<file path="src/rtl/sad_row_scheduler.sv">
// Row line-buffer sequencer for the SAD processor: clears the RAM, loads one frame of rows,
// then sweeps overlapping vertical windows out to the SAD engine under valid/ready.
module sad_row_scheduler #(
   parameter int unsigned ROWS   = 480,
   parameter int unsigned ADDR_W = 9,
   parameter int unsigned WIN    = 8,
   parameter int unsigned STRIDE = 1
) (
   input  logic              clk,
   input  logic              rst,
   input  logic              i_start,
   input  logic              i_in_valid,
   output logic              o_in_ready,
   output logic              o_ram_rst,
   output logic              o_ram_wr_en,
   input  logic              i_ram_full,
   output logic [ADDR_W-1:0] o_ram_read_addr,
   output logic              o_out_valid,
   input  logic              i_out_ready,
   output logic [ADDR_W-1:0] o_out_row,
   output logic              o_out_first,
   output logic              o_out_last,
   output logic              o_busy,
   output logic              o_frame_done
);

   typedef enum logic [2:0] {
      StIdle,
      StClear,
      StLoad,
      StSweep,
      StDrain,
      StDone
   } state_t;

   localparam logic [ADDR_W-1:0] LP_ROWS    = ADDR_W'(ROWS);
   localparam logic [ADDR_W-1:0] LP_ROWS_M1 = ADDR_W'(ROWS - 1);
   localparam logic [ADDR_W-1:0] LP_WIN_M1  = ADDR_W'(WIN - 1);
   localparam logic [ADDR_W-1:0] LP_LAST_B  = ADDR_W'(ROWS - WIN);
   localparam logic [ADDR_W-1:0] LP_STRIDE  = ADDR_W'(STRIDE);

   state_t              r_state;
   logic [ADDR_W-1:0]   r_load_cnt;
   logic [ADDR_W-1:0]   r_b;
   logic [ADDR_W-1:0]   r_k;
   logic                r_out_valid;
   logic [ADDR_W-1:0]   r_out_row;
   logic                r_out_first;
   logic                r_out_last;
   logic                r_frame_done;

   logic [ADDR_W-1:0]   w_p;
   logic                w_advance;
   logic                w_in_ready;
   logic                w_wr_en;
   logic                w_hold_addr;

   assign w_p        = r_b + r_k;
   assign w_advance  = !r_out_valid || i_out_ready;
   assign w_in_ready = !rst && (r_state == StLoad) && (r_load_cnt < LP_ROWS) && !i_ram_full;
   assign w_wr_en    = i_in_valid && w_in_ready;

   // A presented beat that is not being replaced keeps its address so RAM data_out stays put.
   assign w_hold_addr = r_out_valid && !((r_state == StSweep) && i_out_ready);

   always_ff @(posedge clk) begin
      if (rst) begin
         r_state      <= StIdle;
         r_load_cnt   <= '0;
         r_b          <= '0;
         r_k          <= '0;
         r_out_valid  <= 1'b0;
         r_out_row    <= '0;
         r_out_first  <= 1'b0;
         r_out_last   <= 1'b0;
         r_frame_done <= 1'b0;
      end else begin
         unique case (r_state)
            StIdle: begin
               if (i_start) begin
                  r_state <= StClear;
               end
            end
            StClear: begin
               r_load_cnt  <= '0;
               r_b         <= '0;
               r_k         <= '0;
               r_out_valid <= 1'b0;
               r_out_first <= 1'b0;
               r_out_last  <= 1'b0;
               r_state     <= StLoad;
            end
            StLoad: begin
               if (w_wr_en) begin
                  r_load_cnt <= r_load_cnt + 1'b1;
                  if (r_load_cnt == LP_ROWS_M1) begin
                     r_state <= StSweep;
                  end
               end
            end
            StSweep: begin
               if (w_advance) begin
                  r_out_valid <= 1'b1;
                  r_out_row   <= w_p;
                  r_out_first <= (r_k == '0);
                  r_out_last  <= (r_k == LP_WIN_M1);
                  if (r_k == LP_WIN_M1) begin
                     // Counters stay on the final beat so they never step past the frame.
                     if (r_b == LP_LAST_B) begin
                        r_state <= StDrain;
                     end else begin
                        r_k <= '0;
                        r_b <= r_b + LP_STRIDE;
                     end
                  end else begin
                     r_k <= r_k + 1'b1;
                  end
               end
            end
            StDrain: begin
               if (w_advance) begin
                  r_out_valid  <= 1'b0;
                  r_out_first  <= 1'b0;
                  r_out_last   <= 1'b0;
                  r_frame_done <= 1'b1;
                  r_state      <= StDone;
               end
            end
            StDone: begin
               r_frame_done <= 1'b0;
               r_state      <= StIdle;
            end
            default: begin
               r_state <= StIdle;
            end
         endcase
      end
   end

   assign o_in_ready      = w_in_ready;
   assign o_ram_wr_en     = w_wr_en;
   assign o_ram_rst       = rst || (r_state == StClear);
   assign o_ram_read_addr = rst ? '0 : (w_hold_addr ? r_out_row : w_p);
   assign o_out_valid     = r_out_valid && !rst;
   assign o_out_row       = rst ? '0 : r_out_row;
   assign o_out_first     = r_out_first && !rst;
   assign o_out_last      = r_out_last && !rst;
   assign o_frame_done    = r_frame_done && !rst;
   assign o_busy          = (r_state != StIdle);

endmodule

</file>
<file path="config.mk">
export PLATFORM = sky130hd
export DESIGN_NAME = sad_row_scheduler
export DESIGN_NICKNAME = d
export VERILOG_FILES = /design/src/rtl/sad_row_scheduler.sv
export SDC_FILE = /design/constraint.sdc
export NUM_CORES = 1
export LEC_CHECK = 0
export ABC_AREA = 1
export CAP_MARGIN = 25
export CELL_PAD_IN_SITES_DETAIL_PLACEMENT = 1
export CELL_PAD_IN_SITES_GLOBAL_PLACEMENT = 2
export CORE_MARGIN = 1
export CORE_UTILIZATION = 36
export DETAILED_ROUTE_END_ITERATION = 8
export DONT_BUFFER_PORTS = 1
export PLACE_DENSITY_LB_ADDON = 0.15
export SETUP_SLACK_MARGIN = 0.15
export SLEW_MARGIN = 20
export SYNTH_ARGS = -nofsm -noshare
export SYNTH_HDL_FRONTEND = slang
export SYNTH_SLANG_ARGS = --single-unit
</file>
<file path="constraint.sdc">
create_clock -name clk -period 2.37 [get_ports clk]
set_input_delay 0.3555 -clock clk [delete_from_list [all_inputs] [get_ports clk]]
set_output_delay 0.3555 -clock clk [all_outputs]
set_load 0.03 [all_outputs]
</file>
# Word-level counts from Yosys, hierarchy flattened
# Cells that the tools add are included.
# W data, S select, Z words.
# classes
addsub	4
magnitude_cmp	1
eq_ne	17
n_mux	29
n_reduce_logical	30
# ops
cell	count
$mux W9	10
$pmux W9 S2	3
$add A9 B1 Y9 const B	3
$mux W3	7
$eq A9 B9 Y1 const B	2
$pmux W3 S5	1
$logic_and A1 B1 Y1	10
$ne A2 B2 Y1 const B	5
$add A9 B9 Y9	1
$eq A9 B3 Y1 const B	1
$logic_not A9 Y1	1
$lt A9 B9 Y1 const B	1
$pmux W1 S3	3
$reduce_and A7 Y1	1
$eq A3 B2 Y1 const B	2
$eq A3 B3 Y1 const B	2
$ne A2 B1 Y1 const B	3
$reduce_and A2 Y1	3
$reduce_and A3 Y1	2
$reduce_bool A2 Y1	3
$reduce_bool A3 Y1	2
$logic_not A1 Y1	4
$mux W1	4
$reduce_and A4 Y1	1
other kinds (5)	6
# word_totals
ff_bits	43
input_bits	6
output_inout_bits	26
elab_cells	90

# Longest topological paths before layout
# Gate-level depths: netlist of run 1.
# depth
ltp_word	7
depth_mapped	12
depth_no_buf	12

# Worst setup path after synthesis of run 1
# No wires, ideal clock.
# synth_path
path_type	register to output
start	register r_b[0]
end	output o_ram_read_addr[6]
arrival_ns	1.663
required_ns	2.014
setup_slack_ns	0.351
path_stages_with_launch	10
n_path_buf	0
cell_sequence	dfxtp_1 > ha_1 > fa_1 > nand3_1 > nand2_1 > a21oi_1 > nand2_1 > nand3_1 > nand3_1 > inv_1
# synth_via
elab_chain_cells	3
# synth_rtl
element	line_no	source
start: declaration	44	logic [ADDR_W-1:0] r_b;
start signal: assignment	113	r_b <= r_b + LP_STRIDE;
$add A9 B9 Y9	58	assign w_p = r_b + r_k;
$mux W9 (2 in series)	143	assign o_ram_read_addr = rst ? '0 : (w_hold_addr ? r_out_row : w_p);
end: declaration	17	output logic [ADDR_W-1:0] o_ram_read_addr,
# Every way passes these cells.

# Worst setup path in the final report of run 1
# layout_path
start	register r_k[0]
end	output o_ram_read_addr[6]
# layout_via
elab_chain_cells	3
# layout_rtl
element	line_no	source
start: declaration	45	logic [ADDR_W-1:0] r_k;
start signal: assignment	116	r_k <= r_k + 1'b1;
$add A9 B9 Y9	58	
$mux W9 (2 in series)	143	
# Every way passes these cells.

==> results of run 1 <==
==> synthesized netlist by cell type (8+ instances only) <==
library cell | count | share of area [%]
nand2_1 | 90 | 11
inv_1 | 62 | 7.6
nor2_1 | 59 | 7.2
dfxtp_1 | 43 | 28
a21oi_1 | 37 | 6.0
nand3_1 | 30 | 4.9
o21ai_0 | 14 | 2.3
ha_1 | 13 | 5.3
nand4_1 | 11 | 2.2
inv_2 | 10 | 1.2
nand2_2 | 8 | 1.6
==> cell families (layout without fill, tap and decap cells) <==
group                    count (synthesis)  after routing  share of synthesized area (%)
AND/OR/NAND/NOR                        232            232                          37.58
XOR/XNOR                                12             12                          3.420
AO/OA/AOI/OAI                           68             68                          12.74
flip-flops                              43             43                          28.01
adder cells (fa/ha/maj)                 14             14                          5.945
buffers and inverters                   86            100                          12.30
==> cell type report <==
type                            instances  area [µm²]  share of cell area, %
Sequential cell                        43       889.6                  25.32
Clock buffer                            6       72.57                  2.066
Tap cell                              105       131.4                  3.739
Timing Repair Buffer                   17       127.6                  3.632
Inverter                               75       297.8                  8.476
Clock inverter                          2       12.51                 0.3561
Multi-Input combinational cell        326        1982                  56.41
==> worst max-delay path by stage <==
stage                 from            endpoint  slack [ns]
global route        r_b[0]  o_ram_read_addr[6]        0.03
detailed placement  r_b[0]  o_ram_read_addr[6]        0.19
floorplan           r_b[0]  o_ram_read_addr[6]        0.35
finish              r_k[0]  o_ram_read_addr[6]        0.11
global placement    r_b[0]  o_ram_read_addr[6]        0.23
CTS                 r_k[0]  o_ram_read_addr[6]        0.13
==> through the flow <==
step                      hold slack [ns]  cell area, µm²
final                              0.1106            3513
after global routing              0.09097            3513
after CTS                         0.09223            3408
after detailed placement           0.4248            3199
after global placement             0.4260            3199
after floorplan                    0.4374            3073
==> registers in the layout (all words and copies together), names as in the netlist <==
| signal | flops |
|---|---|
| r_out_valid | 1 |
| r_state | 3 |
| r_out_row | 9 |
| r_out_last | 1 |
| r_b | 9 |
| r_out_first | 1 |
| r_frame_done | 1 |
| r_load_cnt | 9 |
| r_k | 9 |
==> metal layers <==
metal  vias to the layer above  global-route usage (%)
met4                         0                   5.385
met1                      1355                   27.14
met5                         -                       0
li1                       1478                       -
met3                         9                   2.174
met2                        41                   32.61
==> power by group <==
group | total, µW | switching [µW] | internal [µW]
Combinational | 951 | 696 | 255
Clock | 488 | 281 | 207
Sequential | 862 | 60.1 | 802
==> timing repair <==
action | 4_1_cts | 5_1_grt
pin swaps | 2 | 11
endpoints found under the hold margin | 0 | 0
gates resized for setup | 26 | 24
setup endpoints to repair | 7 | 9
buffers inserted | 2 | 4
==> impl_metrics.json, run 1 <==
{
  "tightestPinTransition_ns": 0.6364,
  "die_h_um": 94.39,
  "async_flop_share_pct": 0,
  "die_area_mm2": 0.008909,
  "drc_errors": 0,
  "path_cells": "ha_4 > fa_2 > nand3_2 > nand2_4 > a21oi_4 > or2_4 > nand3_2 > nand3_2 > inv_4",
  "cts_tree": "done",
  "grt_pass1_vias": 2778,
  "synth-seq-area-share_pct": 28.01,
  "dpl_worst_slack_ns": 0.1867,
  "vias": 2883,
  "drt_iter0_markers": 58,
  "crit_top_cell": "nand3_2",
  "synth_area_per_cell_um2": 6.754,
  "vdd_ir_drop_max_mv": 0.2812,
  "wl_met3_um": 206,
  "endpoint_kind": "primary output",
  "ioPinCount": 32,
  "setup_viol": 0,
  "placed_cells": 560,
  "drv_cap": 0,
  "clkTransAtPathRegs_ns": 0.09,
  "period_minus_slack_ns": 2.259,
  "power_uw": 2301,
  "drive_above_1_share_pct": 24.31,
  "leakage_uw": 0.001456,
  "synthesis.area_mm2": 0.003073,
  "final_nets": 488,
  "grt_setup_unrepaired": "true",
  "m1WireLength_um": 4186,
  "die_w_um": 94.39,
  "dr.pass1.iters": 4,
  "synthFlopType": "dfxtp_1",
  "crit_required_ns": 2.01,
  "cts_max_level": 2,
  "fp.coreArea_mm2": 0.008258,
  "cp.arrival_ns": 1.90,
  "n_antenna_cell": 0,
  "crit_family": "adder cells",
  "cp_num_buf_inv": 1,
  "num-fill-cells": 1066,
  "maxSlewHeadroom_pct": 57.42,
  "track_usage_pct": 19.76,
  "clock_path_buffers": 2,
  "cp_max_fo": 3,
  "initial_utilization_pct": 37.21,
  "synth.net_count": 475,
  "r2r_cells": 12,
  "num_rows": 33,
  "holdPathStages": 1,
  "cts.sinks": 43,
  "ys_ff_latch": 43,
  "layout_commonest_cell": "nand2_1",
  "wl_um": 8408,
  "grt_max_degree": 39,
  "status": "finished, final reports clean",
  "port_buffers": 0,
  "hold_class": "input port to register",
  "post-route-util_pct": 42.55,
  "top_layer": "met4",
  "r2r-end": "r_b[2]",
  "wl_per_cell_um": 14.65,
  "maxSlewViolCount": 0,
  "met2_wirelength_um": 3916,
  "crit_path_max_incr_delay_ns": 0.39,
  "criticalPathCategory": "register to primary output",
  "final_cell_mix": "88 x nand2_1, 58 x nor2_1, 57 x inv_1, 36 x a21oi_1, 28 x dfxtp_1",
  "ant_nets": 0,
  "cp_num_cells": 9,
  "start_kind": "register",
  "period_share_pct": 95.32,
  "area_growth_syn_to_layout_pct": 14.33,
  "crit_path_top_delay_cell": "fa_2",
  "gp_congestion": 0.7875,
  "via_per_inst": 5.023,
  "globalRoute.totalOverflow": 0,
  "max_freq_mhz": 442.7,
  "synth_edf_count": 0,
  "cts-buffers-inserted": 5,
  "reg2reg_from": "r_k[0]",
  "final_cells": 574,
  "clock_latency_ns": 0.30,
  "fin_skew_ns": 0.01030,
  "synth_cells": 455,
  "dp_hpwl_um": 6247,
  "cts_hold_buf": 0,
  "grt_pass1_wl_um": 13700,
  "antenna_found_initial": 0,
  "fin_setup_tns_ns": 0,
  "reg2reg_slack_ns": 0.49,
  "worstHoldStart": "rst",
  "yosysUniqueCellTypes": 46,
  "setup_ws_ns": 0.1110,
  "ys.warnings.count": 0,
  "root_buffer": "clkbuf_8",
  "powerDensity_mw_per_mm2": 654.9,
  "holdPathEnd": "r_k[1]",
  "hold_viol_final": 0
}
Note: power is estimated with default switching activity, not from simulation.
==> run 2: changes to the inputs <==
CORE_MARGIN = unset   (was 1)
RECOVER_POWER = 100   (was unset)
==> run 2 against run 1 <==
  * Cell count unchanged
  * Cell area shrank 2.4%
  * Maximum frequency decreased by 0.51%
  * First-iteration DRC count grew 24%
  * Wire length rose by 0.50%
  * Critical path type unchanged
  * Critical endpoint unchanged
  * Largest cell class unchanged
==> impl_metrics.json, run 2 (synthesis results as in run 1) <==
{
  "hold_class": "input port to register",
  "wl_per_cell_um": 14.72,
  "globalRoute.totalOverflow": 0,
  "cts_tree": "done",
  "via_per_inst": 5.014,
  "period_share_pct": 95.81,
  "cts.sinks": 43,
  "crit_path_top_delay_cell": "fa_2",
  "crit_top_cell": "nand3_2",
  "num-fill-cells": 1073,
  "multi_input_area_mm2": 0.001922,
  "power_uw": 2251,
  "post-route-util_pct": 41.52,
  "vias": 2878,
  "crit_family": "adder cells",
  "status": "finished, final reports clean",
  "fin_skew_ns": 0.009738,
  "clock_path_buffers": 2,
  "ioPinCount": 32,
  "criticalPathCategory": "register to primary output",
  "final_nets": 488,
  "cp_max_fo": 3,
  "root_buffer": "clkbuf_8",
  "fin_setup_tns_ns": 0,
  "endpoint_kind": "primary output",
  "crit_path_max_incr_delay_ns": 0.38,
  "crit_required_ns": 2.01,
  "cp_num_buf_inv": 1,
  "hold_viol_final": 0,
  "path_cells": "ha_4 > fa_2 > nand3_2 > nand2_2 > a21oi_4 > or2_4 > nand3_2 > nand3_2 > inv_4",
  "cts_max_level": 2,
  "grt_max_degree": 39,
  "grt_pass1_wl_um": 13700,
  "drv_cap": 0,
  "final_cells": 574,
  "area_growth_syn_to_layout_pct": 11.56,
  "dr.pass1.iters": 4,
  "cp.arrival_ns": 1.92,
  "drc_errors": 0,
  "setup_viol": 0,
  "period_minus_slack_ns": 2.271,
  "leakage_uw": 0.001433,
  "die_w_um": 94.39,
  "max_freq_mhz": 440.4,
  "vdd_ir_drop_max_mv": 0.2694,
  "register_area_um2": 879.6,
  "powerDensity_mw_per_mm2": 656.5,
  "maxSlewViolCount": 0,
  "maxSlewHeadroom_pct": 57.37,
  "clock_latency_ns": 0.30,
  "antenna_found_initial": 0,
  "start_kind": "register",
  "ant_nets": 0,
  "fp.coreArea_mm2": 0.008258,
  "cts_hold_buf": 0,
  "clkTransAtPathRegs_ns": 0.09,
  "placed_cells": 560,
  "wl_um": 8450,
  "grt_pass1_vias": 2778,
  "final_cell_mix": "92 x nand2_1, 59 x inv_1, 59 x nor2_1, 36 x a21oi_1, 32 x dfxtp_1",
  "die_area_mm2": 0.008909,
  "tightestPinTransition_ns": 0.6371,
  "dp_hpwl_um": 6247,
  "layout_commonest_cell": "nand2_1",
  "cts-buffers-inserted": 5,
  "grt_setup_unrepaired": "true",
  "gp_congestion": 0.7875,
  "num_rows": 33,
  "n_antenna_cell": 0,
  "drt_iter0_markers": 72,
  "die_h_um": 94.39,
  "drive_above_1_share_pct": 20.47,
  "track_usage_pct": 19.76,
  "initial_utilization_pct": 37.21,
  "port_buffers": 0
}
==> run 2: cell types whose count changed in the layout (fill, tap and decap cells not counted), moves of 2 or more <==
cell and delta:
dfxtp_1 +4, nand2_1 +4, buf_4 -3, nand2_2 -3, clkbuf_1 +2, dfxtp_2 -2
dfxtp_4 -2, inv_1 +2, inv_4 -2, nand3_1 +2, o21ai_0 +2
==> run 2: path summary, 6_finish.rpt <==
kind	start	to	slack [ns]	depth (start not counted)
max	r_k[0]	o_ram_read_addr[6]	0.1	9
min	rst	r_k[1]	0.11	1
max reg2reg	r_k[0]	r_state[1]	0.29	12
min reg2reg	r_load_cnt[8]	r_load_cnt[8]	0.47	2
==> run 2: layout make-up <==
class,count,share of cell area [%]
multi-input cells,326,56.06
flip-flops and latches,43,25.66
inverters,75,8.540
well taps,105,3.832
repair buffers,17,3.431
clock buffers,6,2.117
clock inverters,2,0.3650
==> run 2: per-layer routing <==
metal	GRT usage (%)	vias up	routed length, µm
li1	-	1476	-
met1	27.14	1355	4255
met2	32.61	38	3914
met3	2.174	9	181
met4	5.385	0	99
met5	0	-	0
==> run 2: where the power goes <==
part	switching (µW)	leakage, µW	internal (µW)
clock network	283	0.0000412	207
logic	676	0.00104	227
registers	57.3	0.000354	801
==> run 2: timing repair <==
item | 4_1_cts | 5_1_grt
gates resized for setup | 26 | 24
pin swaps | 2 | 11
setup endpoints to repair | 7 | 9
setup buffers | 2 | 4
==> run 2: per-stage QoR <==
step / area [µm²] / worst slack [ns] / hold WS, ns
after global routing: 3428 / 0.02145 / 0.09097
after floorplan: 3073 / 0.3512 / 0.4374
after global placement: 3199 / 0.2293 / 0.4260
after CTS: 3408 / 0.1305 / 0.09223
final: 3428 / 0.09941 / 0.1124
after detailed placement: 3199 / 0.1867 / 0.4248
